==> src/rtl/fetch_pkg.sv <==
// fetch_pkg: shared FSM state type and fetch width constants.
package fetch_pkg;
  typedef enum logic [2:0] {IDLE, REQ, WAIT, PUSH, DROP} state_t;
  localparam int ILEN = 32;
  localparam int PC_INC = ILEN / 8;
endpackage

==> src/rtl/fetch_pc.sv <==
// fetch_pc: program counter register with reset/redirect/increment next-PC mux.
module fetch_pc import fetch_pkg::*; #(
  parameter int XLEN = ILEN,
  parameter logic [XLEN-1:0] RESET_PC = '0
) (
  input  logic            clk,
  input  logic            rst,
  input  logic            inc,
  input  logic            redirect,
  input  logic [XLEN-1:0] target,
  output logic [XLEN-1:0] pc
);
  localparam logic [XLEN-1:0] STEP = XLEN'(PC_INC * XLEN / ILEN);
  logic [XLEN-1:0] pc_next;
  always_comb pc_next = rst ? RESET_PC : redirect ? target : inc ? pc + STEP : pc;
  always_ff @(posedge clk) pc <= pc_next;
endmodule

==> src/rtl/fetch_unit.sv <==
// fetch_unit: single-outstanding instruction fetcher feeding a ring buffer.
// Define FETCH_MISALIGN_EN to flag misaligned redirects instead of masking them.
module fetch_unit import fetch_pkg::*; #(
  parameter int XLEN = ILEN,
  parameter logic [XLEN-1:0] RESET_PC = '0
) (
  input  logic              i_clk,
  input  logic              i_rst,
  output logic              o_imem_req,
  output logic [XLEN-1:0]   o_imem_addr,
  input  logic              i_imem_ack,
  input  logic [XLEN-1:0]   i_imem_rdata,
  output logic [2*XLEN-1:0] o_data,
  output logic              o_we,
  input  logic              i_full,
  input  logic              i_redirect,
  input  logic [XLEN-1:0]   i_redirect_pc
`ifdef FETCH_MISALIGN_EN
  ,
  output logic              o_misalign
`endif
);
  state_t state, state_next;
  logic [XLEN-1:0] pc, hold, target;
  logic inc, bad, parked;
`ifdef FETCH_MISALIGN_EN
  assign bad = i_redirect && (i_redirect_pc[1:0] != 2'b00);
  assign target = i_redirect_pc;
  // parked: a misaligned redirect left us in IDLE until an aligned one arrives
  always_ff @(posedge i_clk) begin
    parked <= i_rst ? 1'b0 : i_redirect ? bad : parked;
    o_misalign <= i_rst ? 1'b0 : bad;
  end
`else
  localparam logic [XLEN-1:0] ALIGN_MASK = ~XLEN'(3);
  assign bad = 1'b0;
  assign parked = 1'b0;
  assign target = i_redirect_pc & ALIGN_MASK;
`endif
  fetch_pc #(.XLEN(XLEN), .RESET_PC(RESET_PC)) u_pc (
    .clk(i_clk),
    .rst(i_rst),
    .inc(inc),
    .redirect(i_redirect),
    .target(target),
    .pc(pc)
  );
  always_comb begin
    state_next = state;
    inc = 1'b0;
    case (state)
      IDLE: state_next = (!parked || i_redirect) ? REQ : IDLE;
      REQ:  state_next = i_redirect ? DROP : WAIT;
      WAIT: state_next = i_imem_ack ? (i_redirect ? REQ : PUSH) : (i_redirect ? DROP : WAIT);
      PUSH: begin
        state_next = (i_redirect || !i_full) ? REQ : PUSH;
        inc = !i_redirect && !i_full;
      end
      DROP: state_next = i_imem_ack ? REQ : DROP;
      default: state_next = IDLE;
    endcase
    if (bad) begin
      state_next = IDLE;
      inc = 1'b0;
    end
  end
  always_ff @(posedge i_clk) begin
    state <= i_rst ? IDLE : state_next;
    hold <= i_rst ? '0 : (state == WAIT && i_imem_ack) ? i_imem_rdata : hold;
  end
  assign o_imem_req  = !i_rst && state == REQ;
  assign o_imem_addr = pc;
  assign o_we        = !i_rst && state == PUSH && !i_redirect && !i_full;
  assign o_data      = (!i_rst && state == PUSH) ? {pc, hold} : '0;
endmodule

==> config.mk <==
export PLATFORM = sky130hd
export DESIGN_NAME = fetch_unit
export DESIGN_NICKNAME = d
export VERILOG_FILES = /design/src/rtl/fetch_pkg.sv /design/src/rtl/fetch_pc.sv /design/src/rtl/fetch_unit.sv
export SDC_FILE = /design/constraint.sdc
export NUM_CORES = 1
export LEC_CHECK = 0
export CORE_ASPECT_RATIO = 2
export CORE_UTILIZATION = 30
export DETAILED_ROUTE_END_ITERATION = 8
export GPL_TIMING_DRIVEN = 0
export HOLD_SLACK_MARGIN = 0.15
export MAX_ROUTING_LAYER = met4
export PLACE_DENSITY = 0.66
export SLEW_MARGIN = 25
export SYNTH_ARGS = -nofsm -noshare
export SYNTH_HDL_FRONTEND = slang
export SYNTH_SLANG_ARGS = --single-unit
==> constraint.sdc <==
create_clock -name i_clk -period 2.9 [get_ports i_clk]
set_clock_uncertainty 0.15 [all_clocks]
set_input_delay 0.58 -clock i_clk [delete_from_list [all_inputs] [get_ports i_clk]]
set_output_delay 0.58 -clock i_clk [all_outputs]
set_load 0.02 [all_outputs]
## Yosys cells after proc, flatten, opt, wreduce, memory -nomap -nowiden

Index checks and enable logic that the tools add are counted.

- Bits in registers: 67
- Input port bits: 69
- Output and inout port bits: 98
- Word-level logic and storage cells: 32

- $add $sub $neg: 1
- Eq/ne operators: 4
- Mux-type cells: 10
- Reduce and logical (&&, ||, !) cells: 13

Operators by type and width:

| operator | number |
|---|---|
| $mux W32 | 2 |
| $mux W64 | 1 |
| $add A32 B3 Y32 const B | 1 |
| $pmux W3 S5 | 1 |
| $mux W3 | 3 |
| $eq A3 B2 Y1 const B | 2 |
| $logic_and A1 B1 Y1 | 6 |
| $mux W2 | 2 |
| $eq A3 B1 Y1 const B | 1 |
| $eq A3 B3 Y1 const B | 1 |
| $logic_not A1 Y1 | 3 |
| $logic_not A3 Y1 | 1 |
| $reduce_bool A2 Y1 | 1 |
| $reduce_or A2 Y1 | 1 |
| $logic_or A1 B1 Y1 | 1 |
| $mux W1 | 1 |

## Longest topological paths before layout

Gate-level depths: netlist of run 1.

- Word-level depth: 5
- Gate-level depth with buffers: 6
- Mapped depth without buffers: 5

## Cells and area by module

From an unflattened synthesis of run 1, not the netlist that was laid out.

- Cell total of the unflattened synthesis: 468
- Area, all modules: 3664.8 sq um

By module, submodules not included:

| module | instances | cells each | area an instance (sq um) | sequential area each (sq um) |
|---|---|---|---|---|
| fetch_pc | 1 | 234 | 1893.1 | 640.6 |
| fetch_unit | 1 | 234 | 1771.7 | 700.7 |

## Worst setup path after synthesis of run 1

No wires, ideal clock.

- Path kind: in2reg
- Start: in i_full
- End: reg u_pc.pc[19]
- Library setup time: 0.112 ns
- Arrival time: 2.146 ns
- Required time: 2.638 ns
- Path slack: 0.492 ns
- Stages on the path: 6
- Buffers on the path: 2
- Path through: nand4bb_1 -> buf_2 -> or4_1 -> buf_2 -> or3_1 -> a2111oi_1

- Word-level cells in the longest chain between the ends: 4

RTL lines:

| what | RTL line | source |
|---|---|---|
| start, declared | fetch_unit.sv:15 | `input logic i_full,` |
| $logic_not A1 Y1 | fetch_unit.sv:57 | `inc = !i_redirect && !i_full;` |
| $logic_and A1 B1 Y1 | fetch_unit.sv:57 |  |
| $mux W1 | fetch_unit.sv:51 | `case (state)` |
| $reduce_bool A2 Y1 (no source line) | - |  |
| end signal, assigned | fetch_pc.sv:16 | `always_ff @(posedge clk) pc <= pc_next;` |
| end, declared | fetch_pc.sv:11 | `output logic [XLEN-1:0] pc` |

No other way between the ends.
A chain may end at the register's enable or synchronous reset.

## Final worst setup path of run 1

- Start: in i_rst
- End: out o_data[7]

- Word-level cells in the longest chain between the ends: 3

RTL lines:

| what | RTL line | source |
|---|---|---|
| start, declared | fetch_unit.sv:8 | `input logic i_rst,` |
| $logic_not A1 Y1 | fetch_unit.sv:74 | `assign o_data = (!i_rst && state == PUSH) ? {pc, hold} : '0;` |
| $logic_and A1 B1 Y1 | fetch_unit.sv:74 |  |
| $mux W64 | fetch_unit.sv:74 |  |
| end, declared | fetch_unit.sv:13 | `output logic [2*XLEN-1:0] o_data,` |

No other way between the ends.

==> impl_results.md, run 1 <==
- Status: finished clean
- CP arrival: 2100 ps
- Vias: ~4100
- Chip width: 79.4 um
- Routed len/inst: roughly 16 um
- Hpwl dp: ~9.7 mm
- Main synth FF type: dfxtp_1
- R2r setup slk: about 470 ps
- Initial antenna violation count: 0
- Crit Path Category: primary input to output port
- PwrDens: roughly 450 nW/um^2
- Synth Register Bits: 65
- Post-synth EDFFs: 0
- Clk_lat worst skew: 320 ps
- Clock slew at reported path FFs: 60 ps
- Num rows: between 50 and 60
- Post-synthesis xor/xnor area fraction: 2.20%
- Vias in the first global route: ~4200
- First-pass DRT Iterations: 4
- Routed WL: between 10 and 15 mm
- CTS root buf: clkbuf_16
- WP data required: 2170 ps
- Most common cell in the synthesized netlist: nand2_1
- CTS Buf Count: 9
- Max Slew Vio Count: 0
- Worst hold path class: flip-flop to flip-flop
- Unrepaired setup endpoints after global routing: false
- DRC: 0
- Post-Route Setup TNS: 0 ps
- Logic gate share of total power: 14.3%
- Internal: between 1.5 and 2 mW
- Nets: 722
- Io pins: 167
- CTS Sinks: 65
- Ant. Diodes: 0
- Tmin final: approximately 2800 ps
- Relative slew slack: a little over half
- Ys async rst share: 0%
- Register area share after synthesis: 36.2%
- Mapped Cells: 476
- Vias per std cell: 5.15
- H-tree levels: 3
- Die Y: 157 um
- R2r endpoint: u_pc.pc[19]$_SDFFE_PP0P_
- Period Utilization, post-route: 97.4%
- Fin util: 48.9%
- F_max: 0.354 GHz
- Part of the power in registers: 39.0%
- Global Route Usage Sum: between 20% and 30%
- Final Hold Vio Count: 0
- Worst setup path end: o_data[7]
- Compound-Gate Fraction of Synth Area: 15.1%
- Post-Syn Area per Cell: 7.54 um^2
- Worst vdd ir: between 300 and 400 uV
- Synth top area share: 36.2%
- Distinct cells, synth: 44
- Final Power: 2.55 mW
- Sw Share: 25.3%
- Core Area: 11700 um^2
- Max Cap Viol: 0
- Leakage: 2.25 nW
- CP startpoint kind: primary input
- CTS tree: yes
- Switch Pwr: 0.645 mW
- Synth top area cells: dfxtp_1 36%, and2_1 11%, nand2_1 8.5%
- Synth cell count leaders: 81 x nand2_1, 65 x dfxtp_1, 64 x and2_1
- Adder-cell share of the synthesized area: less than 1%
- Synth warn: 0
- Initial detailed-routing violation count: 179
- Final setup fails: 0
- Starting Density: a little under a third
- Largest family of logic cells by synthesized area: simple AND/OR/NAND/NOR gates
- Least-Margin Pin Slew: a little under 700 ps
- Finished Cell Area: 5720 um^2
- Fillers: 1179
- Clk pwr share: 46.7%
- RD Place Congestion: 0.896
- Synth area leader: dfxtp_1
- Flip-flop and latch area: about 1300 um^2
- Share of cells above drive strength 1: 7.46%
- Die ar.: about 12000 um^2
- I/O Buffers: 160
- Crit path from: i_rst
- First-pass GRT wire length: 20.0 mm
- Largest fanout on the critical path: 10
- Crit. End Element: output port
- R2R cell count: 5
- Largest net degree at the start of global routing: 13
- Overflow after GRT: 0
- Clock Path Buffers: 2
- Hold Slack: 298 ps
- Post-synthesis mux area share: 0.279%
- Post-synthesis simple-gate area fraction: 40.0%
- Antenna Nets Post-Route: 0
- Post-Syn Area: 3590 um^2
- FF-to-FF Start: u_pc.pc[5]$_SDFFE_PP0P_
- Post-Place Cell Area: 5400 um^2
- Area Growth Syn to Fin: 59.3%
- Multi-input logic area: ~2100 um^2
how the worst min path moves through the flow:
stage / startpoint / to / slack [ps] / cells after the start
after floorplan: hold[0]$_SDFFE_PP0P_ / hold[0]$_SDFFE_PP0P_ / 280 / 2
after global placement: hold[10]$_SDFFE_PP0P_ / hold[10]$_SDFFE_PP0P_ / 290 / 2
after detailed placement: hold[21]$_SDFFE_PP0P_ / hold[21]$_SDFFE_PP0P_ / 290 / 2
after CTS: hold[7]$_SDFFE_PP0P_ / hold[7]$_SDFFE_PP0P_ / 300 / 2
after global routing: hold[7]$_SDFFE_PP0P_ / hold[7]$_SDFFE_PP0P_ / 310 / 2
final: hold[21]$_SDFFE_PP0P_ / hold[21]$_SDFFE_PP0P_ / 300 / 2
flip-flops by register name (all words and copies together), names as in the netlist:
name	cells
u_pc.pc	30
state	3
hold	32
kinds of logic after synthesis:
| group | after synthesis |
|---|---|
| AOI/OAI and AO/OA | 82 |
| xor gates and xnor gates | 9 |
| adders and majority gates | 1 |
| buffers and inverters | 50 |
| DFF | 65 |
| muxes | 1 |
| other | 1 |
| and+or+nand+nor | 267 |
area by class of cell:
type | count | area share [%]
Buffer | 41 | 3.46
Clock buffer | 10 | 4.18
Clock inverter | 6 | 1.60
Inverter | 9 | 0.591
Multi-Input combinational cell | 364 | 37.1
Sequential cell | 65 | 22.8
Tap cell | 145 | 3.17
Timing Repair Buffer | 162 | 27.1
timing repair:
item                       4_1_cts  5_1_grt
hold buffers                     0        0
hold endpoints to repair         0        0
gates resized for setup         84       31
buffers inserted                 2        0
setup endpoints to repair       64       42
pin swaps                        1        0
worst max-delay path, stage by stage:
cell	delay, ps
clkdlybuf4s50_1	480
nor3_4	200
buf_12	150
clkbuf_2	190
and2_1	140
dlygate4sd2_1	360
per-stage QoR:
| stage | instances | setup slack, ps |
|---|---|---|
| 6_report | 802 | 74.5 |
| 5_1_grt | 802 | 0.587 |
| 4_1_cts | 802 | 19.5 |
| 3_5_place_dp | 784 | -710 |
| 3_3_place_gp | 784 | -1030 |
| 2_1_floorplan | 479 | 492 |
routing by layer:
metal  wire, um  vias up  global-route usage (%)
met5          0        -                       -
met1       4740     1942                    21.6
met3        572       26                    2.92
met4        341        0                    9.78
li1           -     2012                       -
met2       7020      150                    39.7
power by group through the flow:
stage | logic (mW) | clock network, mW | registers (mW)
3_5_place_dp | 0.361 | 0 | 1.01
4_1_cts | 0.365 | 1.22 | 0.993
3_3_place_gp | 0.356 | 0 | 1.01
6_report | 0.363 | 1.19 | 0.994
2_1_floorplan | 0.132 | 0 | 1.03
5_1_grt | 0.393 | 1.26 | 1.00
cell usage in the layout (no fill, tap or decap), drive strengths merged, types with 15 or more instances in the layout:
master | synthesis | routed
clkdlybuf4s15 | 0 | 16
clkbuf | 32 | 46
nor2 | 27 | 27
and2 | 64 | 64
dlygate4sd2 | 0 | 44
a21oi | 35 | 35
dfxtp | 65 | 65
nand3 | 15 | 15
clkdlybuf4s50 | 0 | 95
nand2 | 81 | 81
(Power assumes the default switching activity.)
==> run 2, diff against run 1 <==
PLACE_DENSITY = 0.65   (was 0.66)
SYNTH_HIERARCHICAL = 1   (was default)
clock period = 2.7 ns   (was 2.9 ns; I/O delays follow)
==> run 2 against run 1 <==
Non-clock buffer count shrank 3. Global-route usage shrank 0.45 points. Critical endpoint is now u_pc/pc[28]$_SDFFE_PP0N_. Die area grew 2.1%. Synthesized cell count shrank 1.7%. Largest cell class unchanged.
==> impl_results.md, run 2 <==
- Status: finished clean
- Area Growth Syn to Fin: 62.8%
- Worst Path Buf+Inv: 2
- Least-Margin Pin Slew: 851 ps
- Final setup fails: 0
- Synth warn: 6
- Final Power: 2.71 mW
- CTS Buf Count: 9
- PwrDens: 455 nW/um^2
- Most common cell in the synthesized netlist: nand2_1
- First-pass DRT Iterations: 5
- Overflow after GRT: 0
- Global Route Usage Sum: 20.9%
- Period Utilization, post-route: a little over nine tenths
- Routed len/inst: between 15 and 20 um
- Io pins: 167
- CTS tree: yes
- Hold Startpoint: hold[27]$_SDFFE_PP0P_
- Core Area: 11800 um^2
- Synth Register Bits: 67
- Unrepaired setup endpoints after global routing: false
- Largest net degree at the start of global routing: 12
- Vias: 4121
- Worst hold path class: flip-flop to flip-flop
- Vias per std cell: 5.17
- Antenna Nets Post-Route: 0
- Mapped Cells: 468
- Initial antenna violation count: 1
- Largest fanout on the critical path: 10
- Ys async rst share: 0%
- Die ar.: 12700 um^2
- Starting Density: 30.9%
- Share of cells above drive strength 1: 19.4%
- DRC: 0
- Crit Path Category: primary input to flip-flop
- RD Place Congestion: 0.928
- Post-Syn Area: ~3700 um^2
- H-tree levels: 3
- Leakage: 2.13 nW
- Clk_lat worst skew: 330 ps
- CP arrival: 2700 ps
- Synth top area share: 36.6%
- Max Slew Vio Count: 0
- Worst vdd ir: between 300 and 400 uV
- Clock slew at reported path FFs: roughly 50 ps
- Die Y: 158 um
- F_max: 0.383 GHz
- Crit path from: i_full
- FF-to-FF Start: u_pc/pc[8]$_SDFFE_PP0N_
- Initial detailed-routing violation count: approximately 170
- R2r setup slk: 230 ps
- Most frequent cells in the layout: 97 x clkdlybuf4s50_1, 84 x nand2_1, 66 x dfxtp_1, 58 x clkdlybuf4s15_2, 55 x and2_1
- Nets: 716
- Fin util: 50.4%
- CTS root buf: clkbuf_16
- Synth top area cells: dfxtp_1 37%, and2_1 9.4%, nand2_1 8.6%
- WP data required: 2780 ps
- Synth area leader: dfxtp_1
- Commonest non-fill, non-tap cell in the layout: clkdlybuf4s50_1
- I/O Buffers: 164
- Hpwl dp: 9.80 mm
- First-pass GRT wire length: 19.6 mm
- Num rows: 56
- Relative slew slack: around 43%
- CTS Sinks: 67
- Synth cell count leaders: 84 x nand2_1, 67 x dfxtp_1, 55 x and2_1
- Tmin final: 2610 ps
- Vias in the first global route: 3996
- CP startpoint kind: primary input
- Chip width: 80.2 um
- Routed WL: 12.8 mm
- Distinct cells, synth: 55
- Main synth FF type: dfxtp_1
- Slowest Stage Delay on Critical Path: 420 ps
- Fillers: 1134
- Max Cap Viol: 0
- Final Hold Vio Count: 0
- Delay-heaviest family, CP: simple AND/OR/NAND/NOR gates
- Post-Syn Area per Cell: 7.83 um^2
- Post-synth EDFFs: 0
- CP cell instances: clkdlybuf4s50_1, nand2b_2, nor3_4, buf_6, nand4_1, or2_2, or4_1, a311oi_2
- Crit. End Element: flip-flop
- Largest registers: hold x32, u_pc/pc x32, state x3
- Clock Path Buffers: 2
- Hold Buf Count CTS: 0
- Register area share after synthesis: 36.6%
- Slowest cell on crit path: or4_1
-- run 2: cell types whose count changed after synthesis, sizes merged, moves of 5 or more --
cell     change
nand4        +6
a21oi        +6
a211oi       -5
nor2b        -7
nand3        -7
nor3         -8
nand2b       +7
buf          +7
clkbuf      -14
a2111oi      -5
a311oi       -7
-- run 2: area by class of cell --
type                            instances  area (um^2)  share of cell area [%]
Multi-Input combinational cell        362         2190                    36.7
Sequential cell                        67         1340                    22.5
Antenna cell                            1         2.50                  0.0419
Clock inverter                          3         43.8                   0.734
Tap cell                              145          181                    3.04
Buffer                                 33          174                    2.91
Clock buffer                           13          280                    4.70
Inverter                                6         22.5                   0.377
Timing Repair Buffer                  167         1730                    29.0
-- run 2: stage by stage --
step | cells | instance area, um^2 | hold slack, ps | setup WS (ps) | TNS [ps]
after floorplan | 469 | 3670 | 282 | 270 | 0
after global placement | 778 | 5490 | 290 | -624 | -42150
after detailed placement | 778 | 5490 | 292 | -626 | -43990
after CTS | 797 | 5930 | 301 | 0.753 | 0
after global routing | 797 | 5970 | 319 | 4.90 | 0
final | 797 | 5970 | 301 | 86.7 | 0
-- run 2: where the power goes --
part	leakage [nW]	internal [mW]	switching [mW]	total, mW
Combinational	1.42	0.206	0.171	0.377
Sequential	0.549	1.03	0.0662	1.10
Clock	0.162	0.815	0.422	1.24
Total	2.13	2.05	0.659	2.71
-- run 2: routing by layer --
| metal | vias to the layer above | wire length [um] | GRT usage (%) |
|---|---|---|---|
| li1 | 2001 | - | - |
| met4 | 0 | 600 | 12.2 |
| met1 | 1909 | 4630 | 20.8 |
| met2 | 181 | 6890 | 37.4 |
| met5 | - | 0 | - |
| met3 | 30 | 662 | 3.78 |
-- run 2: cell families (layout without fill, tap and decap cells) --
logic type / Yosys count / in the layout / synth area share [%]
and+or+nand+nor: 264 / 264 / 39.7
DFF: 67 / 67 / 36.6
adders and majority gates: 1 / 1 / 0.341
buffers and inverters: 40 / 222 / 4.95
other: 1 / 3 / 0.102
xor gates and xnor gates: 9 / 9 / 2.15
muxes: 4 / 4 / 1.09
AOI/OAI and AO/OA: 82 / 82 / 15.1
-- run 2: what timing repair did --
item | CTS | global route
endpoints found under the setup margin | 72 | 72
pin swaps | 1 | 1
buffers inserted | 3 | 0
resized for setup | 192 | 10
-- run 2: worst reg2reg max path, stage by stage (launching register included) --
cell and delay (ps):
dfxtp_1 360, buf_2 200, nand4_1 290, nor4_1 800, a211oi_1 170, a2111oi_0 380
-- run 2: path summary, 6_finish.rpt --
path | endpoint | cells past startpoint
setup / recovery | u_pc/pc[28]$_SDFFE_PP0N_ | 8
hold / removal | hold[27]$_SDFFE_PP0P_ | 2
setup reg to reg | u_pc/pc[30]$_SDFFE_PP0N_ | 5
hold reg to reg | hold[27]$_SDFFE_PP0P_ | 2
==> run 3, diff against run 2 <==
PLACE_DENSITY = default   (was 0.65)
PLACE_DENSITY_LB_ADDON = 0.1   (was default)
==> run 3 against run 2 <==
Power is 0.87% higher. Die area unchanged. Hold slack worse by 3.7 ps. Maximum frequency is 0.18% lower. Highest routed layer unchanged.
==> impl_results.md, run 3 (same netlist as run 2, synthesis figures left out) <==
- Clock Path Buffers: 2
- Placed Cells: 778
- Hold Slack: 297 ps
- Largest registers: hold x32, u_pc/pc x32, state x3
- Final Worst Setup Slack: 82.0 ps
- Share of cells above drive strength 1: 17.5%
- Io pins: 167
- R2r setup slk: between 100 and 150 ps
- Worst setup path end: o_data[49]
- Antenna Nets Post-Route: 0
- First-pass DRT Iterations: 4
- Vias per std cell: 5.10
- Vias in the first global route: around 4000
- CTS Sinks: 67
- R2r endpoint: u_pc/pc[30]$_SDFFE_PP0N_
- WP data required: approximately 2000 ps
- Final setup fails: 0
- Area Growth Syn to Fin: 54.8%
- Relative slew slack: 35.1%
- Starting Density: 30.9%
- Worst hold path class: flip-flop to flip-flop
- CP cell instances: nand2b_4, nor3b_4, buf_4, clkbuf_4, and2_2, clkdlybuf4s15_1
- Logic gate share of total power: 13.8%
- Num rows: 56
- Largest fanout on the critical path: 10
- Period Utilization, post-route: 97.0%
- Nets: 716
- RD Place Congestion: 0.934
- Tmin final: 2620 ps
- F_max: 0.382 GHz
- Crit Path Category: flip-flop to output port
- Crit path from: state[2]$_SDFF_PP0_
- CTS root buf: clkbuf_16
- Die ar.: 12700 um^2
- Leakage: 2.18 nW
- Final Hold Vio Count: 0
- Core Area: between 10000 and 15000 um^2
- Largest net degree at the start of global routing: 13
- CP arrival: 1930 ps
- CP startpoint kind: flip-flop
- H-tree levels: 3
- Crit. End Element: output port
- Commonest non-fill, non-tap cell in the layout: clkdlybuf4s50_1
- Switch Pwr: 0.690 mW
- Max Cap Viol: 0
- FF-to-FF Start: u_pc/pc[8]$_SDFFE_PP0N_
- Chip width: 80.2 um
- First-pass GRT wire length: 20.3 mm
- Initial detailed-routing violation count: ~150
- DRC: 0
- Max Slew Vio Count: 0
- Clk_lat worst skew: 340 ps
- I/O Buffers: 164
- Status: finished clean
- Global Route Usage Sum: 22.0%
- Fin util: 47.9%
- CTS tree: yes
- R2R cell count: 5
- Fin cells: 797
- Vias: approximately 4000
- Part of the power in registers: 40.1%
- Hpwl dp: 10.4 mm
- Worst slack, placed: -721 ps
- CTS Buf Count: 9
- Most frequent cells in the layout: 96 x clkdlybuf4s50_1, 84 x nand2_1, 66 x dfxtp_1, 55 x and2_1, 47 x clkbuf_2
- Overflow after GRT: 0
- Sw Share: about a quarter
- PwrDens: approximately 480 nW/um^2
- Die Y: 158 um
- Routed len/inst: 16.8 um
- Clock slew at reported path FFs: ~50 ps
- Initial antenna violation count: 0
- Least-Margin Pin Slew: about 970 ps
- Routed WL: 13.4 mm
- Slowest Stage Delay on Critical Path: 360 ps
- Unrepaired setup endpoints after global routing: false
- Worst vdd ir: 309 uV
- Internal: about 2.0 mW
- Slowest cell on crit path: dfxtp_1
- Clk pwr share: 46.0%
run 3: cell types whose count changed in the layout (fill, tap and decap cells not counted), moves of 2 or more:
| cell | before | now |
|---|---|---|
| clkbuf_4 | 5 | 2 |
| nor4_2 | 2 | 0 |
| clkdlybuf4s15_2 | 58 | 9 |
| nor4_1 | 10 | 12 |
| clkdlybuf4s15_1 | 2 | 11 |
| clkbuf_2 | 2 | 47 |
| clkbuf_8 | 4 | 0 |
run 3: power groups by stage:
stage	Clock [mW]	Combinational [mW]	Sequential, mW
after global placement	0	0.374	1.12
after detailed placement	0	0.378	1.12
after floorplan	0	0.132	1.14
final	1.26	0.379	1.10
after CTS	1.29	0.380	1.10
after global routing	1.33	0.408	1.11
run 3: worst min path at each step:
stage | startpoint | end | slack [ps] | cells after the start
finish | hold[18]$_SDFFE_PP0P_ | hold[18]$_SDFFE_PP0P_ | 300 | 2
global route | hold[27]$_SDFFE_PP0P_ | hold[27]$_SDFFE_PP0P_ | 320 | 2
CTS | hold[26]$_SDFFE_PP0P_ | hold[26]$_SDFFE_PP0P_ | 300 | 2
detailed placement | hold[26]$_SDFFE_PP0P_ | hold[26]$_SDFFE_PP0P_ | 290 | 2
global placement | hold[13]$_SDFFE_PP0P_ | hold[13]$_SDFFE_PP0P_ | 290 | 2
floorplan | hold[10]$_SDFFE_PP0P_ | hold[10]$_SDFFE_PP0P_ | 280 | 2
run 3: critical path, delay by kind of cell, from the launching register on:
family | cells | cell delay (ps)
buf+inv | 3 | 660
flops | 1 | 360
simple gates | 3 | 570
run 3: final cells by class:
| cell class | instances | area [um^2] |
|---|---|---|
| fill | 1185 | 6170 |
| multi-input combinational | 362 | 2170 |
| timing repair buffer | 167 | 1470 |
| sequential | 67 | 1340 |
| clock buffer | 10 | 229 |
| tap | 145 | 181 |
| buffer | 33 | 165 |
| clock inverter | 6 | 90.1 |
| inverter | 6 | 22.5 |
| antenna | 1 | 2.50 |
run 3: repair_timing:
action	4_1_cts	5_1_grt
setup endpoints to repair	75	75
hold endpoints to repair	0	0
buffers inserted	3	0
pin swaps	1	0
resized for setup	113	78
hold buffers	0	0
run 3: stage by stage:
| step | instance area, um^2 | total power, mW | setup TNS [ps] |
|---|---|---|---|
| 2_1_floorplan | 3670 | 1.27 | 0 |
| 4_1_cts | 5820 | 2.77 | 0 |
| 6_report | 5670 | 2.74 | 0 |
| 5_1_grt | 5670 | 2.85 | 0 |
| 3_5_place_dp | 5490 | 1.50 | -50460 |
| 3_3_place_gp | 5490 | 1.49 | -47080 |
run 3: routing by layer:
metal,GRT usage (%),wire length (um)
met5,-,0
met2,41.7,7430
met1,20.9,4790
met3,4.01,688
met4,10.6,463
